**src/rtl/alu_exec_pkg.sv**
```systemverilog
`default_nettype none
// ============================================================================
//  Module      : alu_exec_pkg
//  Description : Shared definitions for the execute stage. This package holds
//                the 4-bit ALU operation codes and the default datapath width.
//  Revision    : 1.0  initial release
// ============================================================================
package alu_exec_pkg;

    localparam int XLEN_DEFAULT = 32;

    localparam logic [3:0] ALU_ADD  = 4'd0;
    localparam logic [3:0] ALU_SUB  = 4'd1;
    localparam logic [3:0] ALU_AND  = 4'd2;
    localparam logic [3:0] ALU_OR   = 4'd3;
    localparam logic [3:0] ALU_XOR  = 4'd4;
    localparam logic [3:0] ALU_NOR  = 4'd5;
    localparam logic [3:0] ALU_SLT  = 4'd6;
    localparam logic [3:0] ALU_SLTU = 4'd7;
    localparam logic [3:0] ALU_SLL  = 4'd8;
    localparam logic [3:0] ALU_SRL  = 4'd9;
    localparam logic [3:0] ALU_SRA  = 4'd10;
    localparam logic [3:0] ALU_LUI  = 4'd11;
    localparam logic [3:0] ALU_MUL  = 4'd12;
    localparam logic [3:0] ALU_PASS = 4'd13;

endpackage : alu_exec_pkg
`default_nettype wire

```
**src/rtl/alu_exec_unit_if.sv**
```systemverilog
`default_nettype none
// ============================================================================
//  Module      : alu_exec_unit_if
//  Description : Bundles the execute-stage operands, controls and results.
//                master : the side that issues operands and reads results
//                slave  : the execute unit
//  Revision    : 1.0  initial release
// ============================================================================
interface alu_exec_unit_if
    import alu_exec_pkg::*;
#(
    parameter int XLEN = XLEN_DEFAULT
);
    logic            valid_in;
    logic [XLEN-1:0] inst;
    logic [XLEN-1:0] rs_data;
    logic [XLEN-1:0] rt_data;
    logic [XLEN-1:0] pc_incremented;
    logic            alu_src;
    logic            is_unsigned;
    logic            does_shift_amount_need;
    logic [3:0]      alu_operation;
    logic [XLEN-1:0] result;
    logic            zero;
    logic            negative;
    logic [XLEN-1:0] branch_target;
    logic            valid_out;

    modport master (
        output valid_in, inst, rs_data, rt_data, pc_incremented,
               alu_src, is_unsigned, does_shift_amount_need, alu_operation,
        input  result, zero, negative, branch_target, valid_out
    );

    modport slave (
        input  valid_in, inst, rs_data, rt_data, pc_incremented,
               alu_src, is_unsigned, does_shift_amount_need, alu_operation,
        output result, zero, negative, branch_target, valid_out
    );
endinterface : alu_exec_unit_if
`default_nettype wire

```
**src/rtl/alu_core.sv**
```systemverilog
`default_nettype none
// ============================================================================
//  Module      : alu_core
//  Description : Purely combinational ALU with zero/negative flags.
//                input1, input2 : operands
//                alu_operation  : 4-bit op code
//                out            : result (mod 2^XLEN)
//                zero, negative : flags derived from out
//  Revision    : 1.0  initial release
// ============================================================================
module alu_core
    import alu_exec_pkg::*;
#(
    parameter int XLEN = XLEN_DEFAULT
) (
    input  wire logic [XLEN-1:0] input1,
    input  wire logic [XLEN-1:0] input2,
    input  wire logic [3:0]      alu_operation,
    output logic      [XLEN-1:0] out,
    output logic                 zero,
    output logic                 negative
);
    logic [4:0] w_shamt;

    assign w_shamt = input2[4:0];

    always_comb begin
        out = '0;
        case (alu_operation)
            ALU_ADD:  out = input1 + input2;
            ALU_SUB:  out = input1 - input2;
            ALU_AND:  out = input1 & input2;
            ALU_OR:   out = input1 | input2;
            ALU_XOR:  out = input1 ^ input2;
            ALU_NOR:  out = ~(input1 | input2);
            ALU_SLT:  out = {{(XLEN-1){1'b0}}, ($signed(input1) < $signed(input2))};
            ALU_SLTU: out = {{(XLEN-1){1'b0}}, (input1 < input2)};
            ALU_SLL:  out = input1 << w_shamt;
            ALU_SRL:  out = input1 >> w_shamt;
            ALU_SRA:  out = $unsigned($signed(input1) >>> w_shamt);
            ALU_LUI:  out = input2 << 16;
            ALU_MUL:  out = input1 * input2;
            ALU_PASS: out = input2;
            default:  out = '0;
        endcase
    end

    assign zero     = (out == '0);
    assign negative = out[XLEN-1];
endmodule : alu_core
`default_nettype wire

```
**src/rtl/alu_exec_unit.sv**
```systemverilog
`default_nettype none
// ============================================================================
//  Module      : alu_exec_unit
//  Description : Registered execute stage. This block selects the second
//                operand, runs the ALU and computes the branch target. All
//                results appear one cycle after valid_in is seen.
//                clk   : rising-edge clock
//                rst_b : synchronous active-high reset
//                bus   : operands/controls in, results/valid_out out
//  Revision    : 1.0  initial release
// ============================================================================
module alu_exec_unit
    import alu_exec_pkg::*;
#(
    parameter int XLEN = XLEN_DEFAULT
) (
    input  wire logic     clk,
    input  wire logic     rst_b,
    alu_exec_unit_if.slave bus
);
    logic [XLEN-1:0] w_imm;
    logic [XLEN-1:0] w_pre;
    logic [XLEN-1:0] w_input2;
    logic [XLEN-1:0] w_branch_off;
    logic [XLEN-1:0] w_alu_out;
    logic            w_zero;
    logic            w_negative;
    logic            w_unused_inst_bits;

    logic [XLEN-1:0] r_result;
    logic            r_zero;
    logic            r_negative;
    logic [XLEN-1:0] r_branch_target;
    logic            r_valid_out;

    assign w_imm = bus.is_unsigned ? {{(XLEN-16){1'b0}}, bus.inst[15:0]}
                                   : {{(XLEN-16){bus.inst[15]}}, bus.inst[15:0]};
    assign w_pre = bus.alu_src ? w_imm : bus.rt_data;

    // The shift-amount select sits last in the chain so it overrides both
    // the register and the immediate source.
    assign w_input2 = bus.does_shift_amount_need ? {{(XLEN-5){1'b0}}, bus.inst[10:6]}
                                                 : w_pre;

    // The branch offset is always sign-extended, even for unsigned-immediate ops.
    assign w_branch_off = {{(XLEN-18){bus.inst[15]}}, bus.inst[15:0], 2'b00};

    assign w_unused_inst_bits = ^{bus.inst[XLEN-1:16], bus.inst[5:0]};

    alu_core #(
        .XLEN (XLEN)
    ) u_alu_core (
        .input1        (bus.rs_data),
        .input2        (w_input2),
        .alu_operation (bus.alu_operation),
        .out           (w_alu_out),
        .zero          (w_zero),
        .negative      (w_negative)
    );

    always_ff @(posedge clk) begin
        if (rst_b) begin
            r_result        <= '0;
            r_zero          <= 1'b0;
            r_negative      <= 1'b0;
            r_branch_target <= '0;
            r_valid_out     <= 1'b0;
        end else begin
            r_valid_out <= bus.valid_in;
            if (bus.valid_in) begin
                r_result        <= w_alu_out;
                r_zero          <= w_zero;
                r_negative      <= w_negative;
                r_branch_target <= bus.pc_incremented + w_branch_off;
            end
        end
    end

    assign bus.result        = r_result;
    assign bus.zero          = r_zero;
    assign bus.negative      = r_negative;
    assign bus.branch_target = r_branch_target;
    assign bus.valid_out     = r_valid_out;
endmodule : alu_exec_unit
`default_nettype wire

```
**src/flat_wrapper.sv**
```systemverilog
// flat-port wrapper written by rule: the top's interface ports become plain ports
module alu_exec_unit_flat import alu_exec_pkg::*;
#(
    parameter int XLEN = XLEN_DEFAULT
)
  (clk, rst_b, bus_valid_in, bus_inst, bus_rs_data, bus_rt_data, bus_pc_incremented, bus_alu_src, bus_is_unsigned, bus_does_shift_amount_need, bus_alu_operation, bus_result, bus_zero, bus_negative, bus_branch_target, bus_valid_out);
  alu_exec_unit_if #(.XLEN(XLEN)) bus_i ();
  input  wire logic clk;
  input  wire logic rst_b;
  input wire logic [$bits(bus_i.valid_in)-1:0] bus_valid_in;
  input wire logic [$bits(bus_i.inst)-1:0] bus_inst;
  input wire logic [$bits(bus_i.rs_data)-1:0] bus_rs_data;
  input wire logic [$bits(bus_i.rt_data)-1:0] bus_rt_data;
  input wire logic [$bits(bus_i.pc_incremented)-1:0] bus_pc_incremented;
  input wire logic [$bits(bus_i.alu_src)-1:0] bus_alu_src;
  input wire logic [$bits(bus_i.is_unsigned)-1:0] bus_is_unsigned;
  input wire logic [$bits(bus_i.does_shift_amount_need)-1:0] bus_does_shift_amount_need;
  input wire logic [$bits(bus_i.alu_operation)-1:0] bus_alu_operation;
  output wire logic [$bits(bus_i.result)-1:0] bus_result;
  output wire logic [$bits(bus_i.zero)-1:0] bus_zero;
  output wire logic [$bits(bus_i.negative)-1:0] bus_negative;
  output wire logic [$bits(bus_i.branch_target)-1:0] bus_branch_target;
  output wire logic [$bits(bus_i.valid_out)-1:0] bus_valid_out;
  assign bus_i.valid_in = bus_valid_in;
  assign bus_i.inst = bus_inst;
  assign bus_i.rs_data = bus_rs_data;
  assign bus_i.rt_data = bus_rt_data;
  assign bus_i.pc_incremented = bus_pc_incremented;
  assign bus_i.alu_src = bus_alu_src;
  assign bus_i.is_unsigned = bus_is_unsigned;
  assign bus_i.does_shift_amount_need = bus_does_shift_amount_need;
  assign bus_i.alu_operation = bus_alu_operation;
  assign bus_result = bus_i.result;
  assign bus_zero = bus_i.zero;
  assign bus_negative = bus_i.negative;
  assign bus_branch_target = bus_i.branch_target;
  assign bus_valid_out = bus_i.valid_out;
  alu_exec_unit #(.XLEN(XLEN)) u_core (.clk(clk), .rst_b(rst_b), .bus(bus_i));
endmodule
```
**config.mk**
```make
export PLATFORM = sky130hd
export DESIGN_NAME = alu_exec_unit_flat
export DESIGN_NICKNAME = d
export VERILOG_FILES = /design/src/rtl/alu_exec_pkg.sv /design/src/rtl/alu_exec_unit_if.sv /design/src/rtl/alu_core.sv /design/src/rtl/alu_exec_unit.sv /design/src/flat_wrapper.sv
export SDC_FILE = /design/constraint.sdc
export NUM_CORES = 2
export LEC_CHECK = 0
export CELL_PAD_IN_SITES_DETAIL_PLACEMENT = 1
export CELL_PAD_IN_SITES_GLOBAL_PLACEMENT = 1
export CORE_ASPECT_RATIO = 0.5
export CORE_UTILIZATION = 36
export CTS_CLUSTER_DIAMETER = 30
export CTS_CLUSTER_SIZE = 24
export DETAILED_ROUTE_END_ITERATION = 8
export GPL_TIMING_DRIVEN = 0
export PLACE_DENSITY_LB_ADDON = 0.08
export SYNTH_ARGS = -nofsm -noshare
export SYNTH_HDL_FRONTEND = slang
export SYNTH_HIERARCHICAL = 1
export SYNTH_SLANG_ARGS = --single-unit
```
**constraint.sdc**
```tcl
create_clock -name clk -period 11.7 [get_ports clk]
set_clock_uncertainty 0.05 [all_clocks]
set_input_delay 1.17 -clock clk [delete_from_list [all_inputs] [get_ports clk]]
set_output_delay 1.17 -clock clk [all_outputs]
set_load 0.05 [all_outputs]
```
==> report_table.html <==
<table>
<tr><th>Metric</th><th>Value</th></tr>
<tr><th colspan="2">Status</th></tr>
<tr><td>Outcome</td><td>finished, violations left</td></tr>
<tr><td>Violations in the final reports</td><td>capacitance limit, slew limit</td></tr>
<tr><th colspan="2">Global route</th></tr>
<tr><td>Initial antenna violation count</td><td>29</td></tr>
<tr><td>Residual overflow from global routing</td><td>0</td></tr>
<tr><td>Vias in the first global route</td><td>32,300</td></tr>
<tr><td>Largest net degree at the start of global routing</td><td>38</td></tr>
<tr><td>First-pass GRT wire length</td><td>254,000 um</td></tr>
<tr><td>Total global-route track usage</td><td>43.5%</td></tr>
<tr><th colspan="2">Layout</th></tr>
<tr><td>Final Util</td><td>41.4%</td></tr>
<tr><td>Fin nets</td><td>4,746</td></tr>
<tr><td>Post-synthesis to final-layout area growth</td><td>13.5%</td></tr>
<tr><td>Area of all placed cells without fillers</td><td>33,900 sq um</td></tr>
<tr><td>Total area of sequential cells</td><td>1340 sq um</td></tr>
<tr><td>Share of layout cells above drive strength 1</td><td>7.82%</td></tr>
<tr><td>Area of the multi-input gates</td><td>25,800 sq um</td></tr>
<tr><td>Count of fill cells added during filler insertion</td><td>10,000</td></tr>
<tr><th colspan="2">Timing</th></tr>
<tr><td>Sum of negative setup slack</td><td>0 ps</td></tr>
<tr><td>Tcrit/Tclk final</td><td>99.2%</td></tr>
<tr><td>Headroom to the max-slew limit</td><td>-8.79%</td></tr>
<tr><td>Count of pins over their slew limit</td><td>11</td></tr>
<tr><td>Max Freq</td><td>0.0862 GHz</td></tr>
<tr><td>Fin worst setup slack</td><td>97.6 ps</td></tr>
<tr><td>Setup-violating endpoint count in the final report</td><td>0</td></tr>
<tr><td>Hold slack</td><td>413 ps</td></tr>
<tr><td>Min Tclk post-route</td><td>11,600 ps</td></tr>
<tr><td>Setup repair after global routing missed its margin</td><td>false</td></tr>
<tr><td>Final Hold Fails</td><td>0</td></tr>
<tr><td>Transition time at the pin with the least slew margin</td><td>1630 ps</td></tr>
<tr><th colspan="2">Synthesis</th></tr>
<tr><td>Dominant synthesized flop cell</td><td>sky130_fd_sc_hd__dfxtp_1</td></tr>
<tr><td>Synth async-reset ratio</td><td>0%</td></tr>
<tr><td>Nets in the synthesized netlist</td><td>4,553</td></tr>
<tr><td>Count of flip-flops with a built-in enable after synthesis</td><td>0</td></tr>
<tr><td>Count of warnings emitted by yosys</td><td>6</td></tr>
<tr><td>Share of synthesized area occupied by flip-flops and latches</td><td>4.49%</td></tr>
<tr><td>Cell area after synthesis</td><td>29,900 sq um</td></tr>
<tr><td>Share of the synthesized area in the top cell type</td><td>27.5%</td></tr>
<tr><td>Cell accounting for the most synthesized area</td><td>sky130_fd_sc_hd__fa_1</td></tr>
<tr><td>Per-instance average area after synthesis</td><td>7.96 sq um</td></tr>
<tr><td>Count of unique library cells instantiated by Yosys</td><td>109</td></tr>
<tr><td>Flip-flop and latch count after synthesis</td><td>67</td></tr>
<tr><td>Post-synthesis instance total</td><td>3,755</td></tr>
<tr><td>Leading post-synthesis cells by cell area</td><td>sky130_fd_sc_hd__fa_1, sky130_fd_sc_hd__ha_1, sky130_fd_sc_hd__nor2_1</td></tr>
<tr><th colspan="2">Setup path</th></tr>
<tr><td>CP Capture Type</td><td>flip-flop</td></tr>
<tr><td>Buffering stage count on the worst path with inverters included</td><td>6</td></tr>
<tr><td>Category of cells accounting for the largest share of critical-path delay</td><td>adder cells</td></tr>
<tr><td>Crit Reg-Reg Startpoint</td><td>u_core/bus.branch_target[26]$_SDFFE_PP0P_</td></tr>
<tr><td>Startpoint type of the worst setup path</td><td>input pin</td></tr>
<tr><td>Required time at the worst-slack endpoint</td><td>11,930 ps</td></tr>
<tr><td>Depth of the most critical reg-to-reg path</td><td>2</td></tr>
<tr><td>Arrival time of the worst setup path</td><td>11,840 ps</td></tr>
<tr><td>Stage delay of the slowest cell on the critical path</td><td>1080 ps</td></tr>
<tr><td>Library cell contributing the largest single delay on the critical path</td><td>sky130_fd_sc_hd__clkdlybuf4s50_1</td></tr>
<tr><td>WS Path Type</td><td>input pin to flip-flop</td></tr>
<tr><td>Most common cell on crit path</td><td>sky130_fd_sc_hd__fa_1</td></tr>
<tr><td>Reg-to-reg setup timing slack</td><td>10,840 ps</td></tr>
<tr><td>Highest fanout seen on the critical path</td><td>10</td></tr>
<tr><td>Reg-to-reg critical path endpoint</td><td>u_core/bus.branch_target[26]$_SDFFE_PP0P_</td></tr>
<tr><th colspan="2">Floorplan</th></tr>
<tr><td># rows</td><td>74</td></tr>
<tr><td>Height of the die</td><td>206 um</td></tr>
<tr><td>IO Pins</td><td>205</td></tr>
<tr><td>DIE AREA</td><td>84,300 sq um</td></tr>
<tr><td>Initial standard-cell utilization of the core</td><td>36.5%</td></tr>
<tr><td>Width of the die</td><td>410 um</td></tr>
<tr><td>Area of the placeable core</td><td>81,900 sq um</td></tr>
<tr><th colspan="2">Min path</th></tr>
<tr><td>Worst hold path cell count</td><td>2</td></tr>
<tr><td>Worst Hold Class</td><td>flip-flop to flip-flop</td></tr>
<tr><td>Hold path startpoint</td><td>u_core/bus.branch_target[30]$_SDFFE_PP0P_</td></tr>
<tr><td>End of the worst hold path</td><td>u_core/bus.branch_target[30]$_SDFFE_PP0P_</td></tr>
<tr><th colspan="2">Route</th></tr>
<tr><td>Number of iterations in the first detailed-routing pass</td><td>7</td></tr>
<tr><td>Via count</td><td>32,000</td></tr>
<tr><td>WL/cell</td><td>36.5 um</td></tr>
<tr><td>Vias per std cell</td><td>6.32</td></tr>
<tr><td>Aggregate routed wire length</td><td>185,000 um</td></tr>
<tr><td>Detailed router's first-iteration violation count</td><td>3,752</td></tr>
<tr><td>Detail Route Antenna Nets</td><td>0</td></tr>
<tr><td>Drc violations</td><td>0</td></tr>
<tr><th colspan="2">Place</th></tr>
<tr><td>Worst slack after detailed placement</td><td>-4030 ps</td></tr>
<tr><td>Post-placement cell area</td><td>33,300 sq um</td></tr>
<tr><td>Post-detail-place hpwl</td><td>153,000 um</td></tr>
<tr><td>Gp weighted congestion</td><td>1.06</td></tr>
<tr><td>Count of buffers inserted at the top-level ports</td><td>187</td></tr>
<tr><th colspan="2">CTS</th></tr>
<tr><td>Insertion delay of the later-clocked pin in the worst-skew pair</td><td>350 ps</td></tr>
<tr><td>Clock Root Buffer</td><td>sky130_fd_sc_hd__clkbuf_16</td></tr>
<tr><td>Max Buffers Root-to-Sink</td><td>2</td></tr>
<tr><td>TritonCTS clock tree</td><td>built</td></tr>
<tr><td>Number of hold buffers added after CTS</td><td>0</td></tr>
<tr><td>H-Tree Depth</td><td>3</td></tr>
<tr><td>Sinks on the clock net</td><td>67</td></tr>
<tr><td>CTS buffer count</td><td>9</td></tr>
<tr><td>Clock slew at reported path FFs</td><td>60 ps</td></tr>
<tr><th colspan="2">Power</th></tr>
<tr><td>Cell leakage power</td><td>15.1 nW</td></tr>
<tr><td>Peak supply drop</td><td>0.542 mV</td></tr>
<tr><td>Power density over cell area</td><td>331 nW/um^2</td></tr>
<tr><th colspan="2">Flow run</th></tr>
<tr><td>Number of max-cap violations</td><td>1</td></tr>
</table>
==> cells by family (layout without fill, tap and decap cells) <==
family	count (synthesis)	count (layout)	synth area share [%]
simple gates	1218	1218	18.1
xor+xnor	112	112	3.28
buf+inv	755	953	10.0
compound gates	745	745	17.5
flops	67	67	4.49
fa+ha+maj	660	660	37.9
other cells	0	13	0
mux	198	198	8.74
==> flip-flops by register name, summed over array words and instances, names as in the netlist <==
signal,cells
u_core/bus.zero,1
u_core/bus.branch_target,32
u_core/bus.negative,1
u_core/bus.result,32
u_core/bus.valid_out,1
==> layout by cell type (no fill, tap or decap), types with 62 or more instances in the layout <==
| cell type | count |
|---|---|
| sky130_fd_sc_hd__clkbuf_1 | 122 |
| sky130_fd_sc_hd__xnor2_1 | 80 |
| sky130_fd_sc_hd__mux2i_1 | 123 |
| sky130_fd_sc_hd__clkdlybuf4s50_1 | 181 |
| sky130_fd_sc_hd__o21ai_0 | 111 |
| sky130_fd_sc_hd__fa_1 | 411 |
| sky130_fd_sc_hd__nor3_1 | 62 |
| sky130_fd_sc_hd__inv_1 | 473 |
| sky130_fd_sc_hd__nand2_1 | 372 |
| sky130_fd_sc_hd__dfxtp_1 | 67 |
| sky130_fd_sc_hd__a21oi_1 | 162 |
| sky130_fd_sc_hd__ha_1 | 249 |
| sky130_fd_sc_hd__nor2_1 | 512 |
==> synth_stat cells (34+ instances only) <==
master and instances:
sky130_fd_sc_hd__a21oi_1 166, sky130_fd_sc_hd__mux4_2 43, sky130_fd_sc_hd__a211oi_1 40, sky130_fd_sc_hd__fa_1 411, sky130_fd_sc_hd__nor2_1 515, sky130_fd_sc_hd__inv_1 474
sky130_fd_sc_hd__ha_1 249, sky130_fd_sc_hd__nand2_1 372, sky130_fd_sc_hd__nand2b_1 36, sky130_fd_sc_hd__nand3_1 46, sky130_fd_sc_hd__o21a_1 37, sky130_fd_sc_hd__o211ai_1 34
sky130_fd_sc_hd__clkbuf_1 182, sky130_fd_sc_hd__xnor2_1 82, sky130_fd_sc_hd__buf_1 34, sky130_fd_sc_hd__mux2i_1 125, sky130_fd_sc_hd__dfxtp_1 67, sky130_fd_sc_hd__nor3_1 63
sky130_fd_sc_hd__o21ai_0 116
==> area by class of cell <==
type | instances | area share (%)
tap | 1102 | 4.06
buffer | 248 | 3.63
clock inverter | 6 | 0.280
inverter | 491 | 5.51
multi-input combinational | 2933 | 75.9
antenna | 13 | 0.0959
clock buffer | 10 | 0.705
sequential | 67 | 3.95
timing repair buffer | 198 | 5.82
==> tightest hold or removal path: stages, from the launching register on <==
cell,delay [ps]
sky130_fd_sc_hd__dfxtp_1,310
sky130_fd_sc_hd__nand2_1,50
sky130_fd_sc_hd__o21ai_1,50
==> power by group <==
part / internal [mW] / leakage, nW / switching [mW]
clock network: 0.194 / 0.164 / 0.110
logic: 3.56 / 14.4 / 7.08
registers: 0.268 / 0.552 / 0.0232
total: 4.03 / 15.1 / 7.21
==> repair_timing <==
action                                  4_1_cts  5_1_grt
gates resized for setup                     106       83
setup buffers                                 3        1
pin swaps                                     2        3
endpoints found under the setup margin       27        3
==> worst max-delay path by stage <==
stage | end | start | cells after the start | slack [ps]
floorplan | u_core/bus.zero$_SDFFE_PP0P_ | bus_alu_src | 36 | 730
global route | u_core/bus.zero$_SDFFE_PP0P_ | bus_rs_data[0] | 29 | 4
finish | u_core/bus.zero$_SDFFE_PP0P_ | bus_rs_data[17] | 29 | 100
global placement | u_core/bus.zero$_SDFFE_PP0P_ | bus_alu_src | 38 | -3750
detailed placement | u_core/bus.zero$_SDFFE_PP0P_ | bus_alu_src | 38 | -4030
CTS | u_core/bus.zero$_SDFFE_PP0P_ | bus_rs_data[9] | 30 | 40
==> per-layer routing <==
layer | up-vias | GRT usage (%) | wire, um
met4 | 20 | 14.0 | 6410
met1 | 16700 | 58.9 | 78600
met5 | - | 4.48 | 610
met3 | 305 | 16.5 | 24500
li1 | 13100 | - | -
met2 | 1958 | 62.8 | 74900
==> metrics by stage <==
stage / power (mW) / cells
3_3_place_gp: 9.78 / 5044
2_1_floorplan: 6.02 / 3755
4_1_cts: 10.6 / 5057
5_1_grt: 11.8 / 5055
6_report: 11.2 / 5068
3_5_place_dp: 9.99 / 5051
Note: power is estimated with default switching activity, not from simulation.
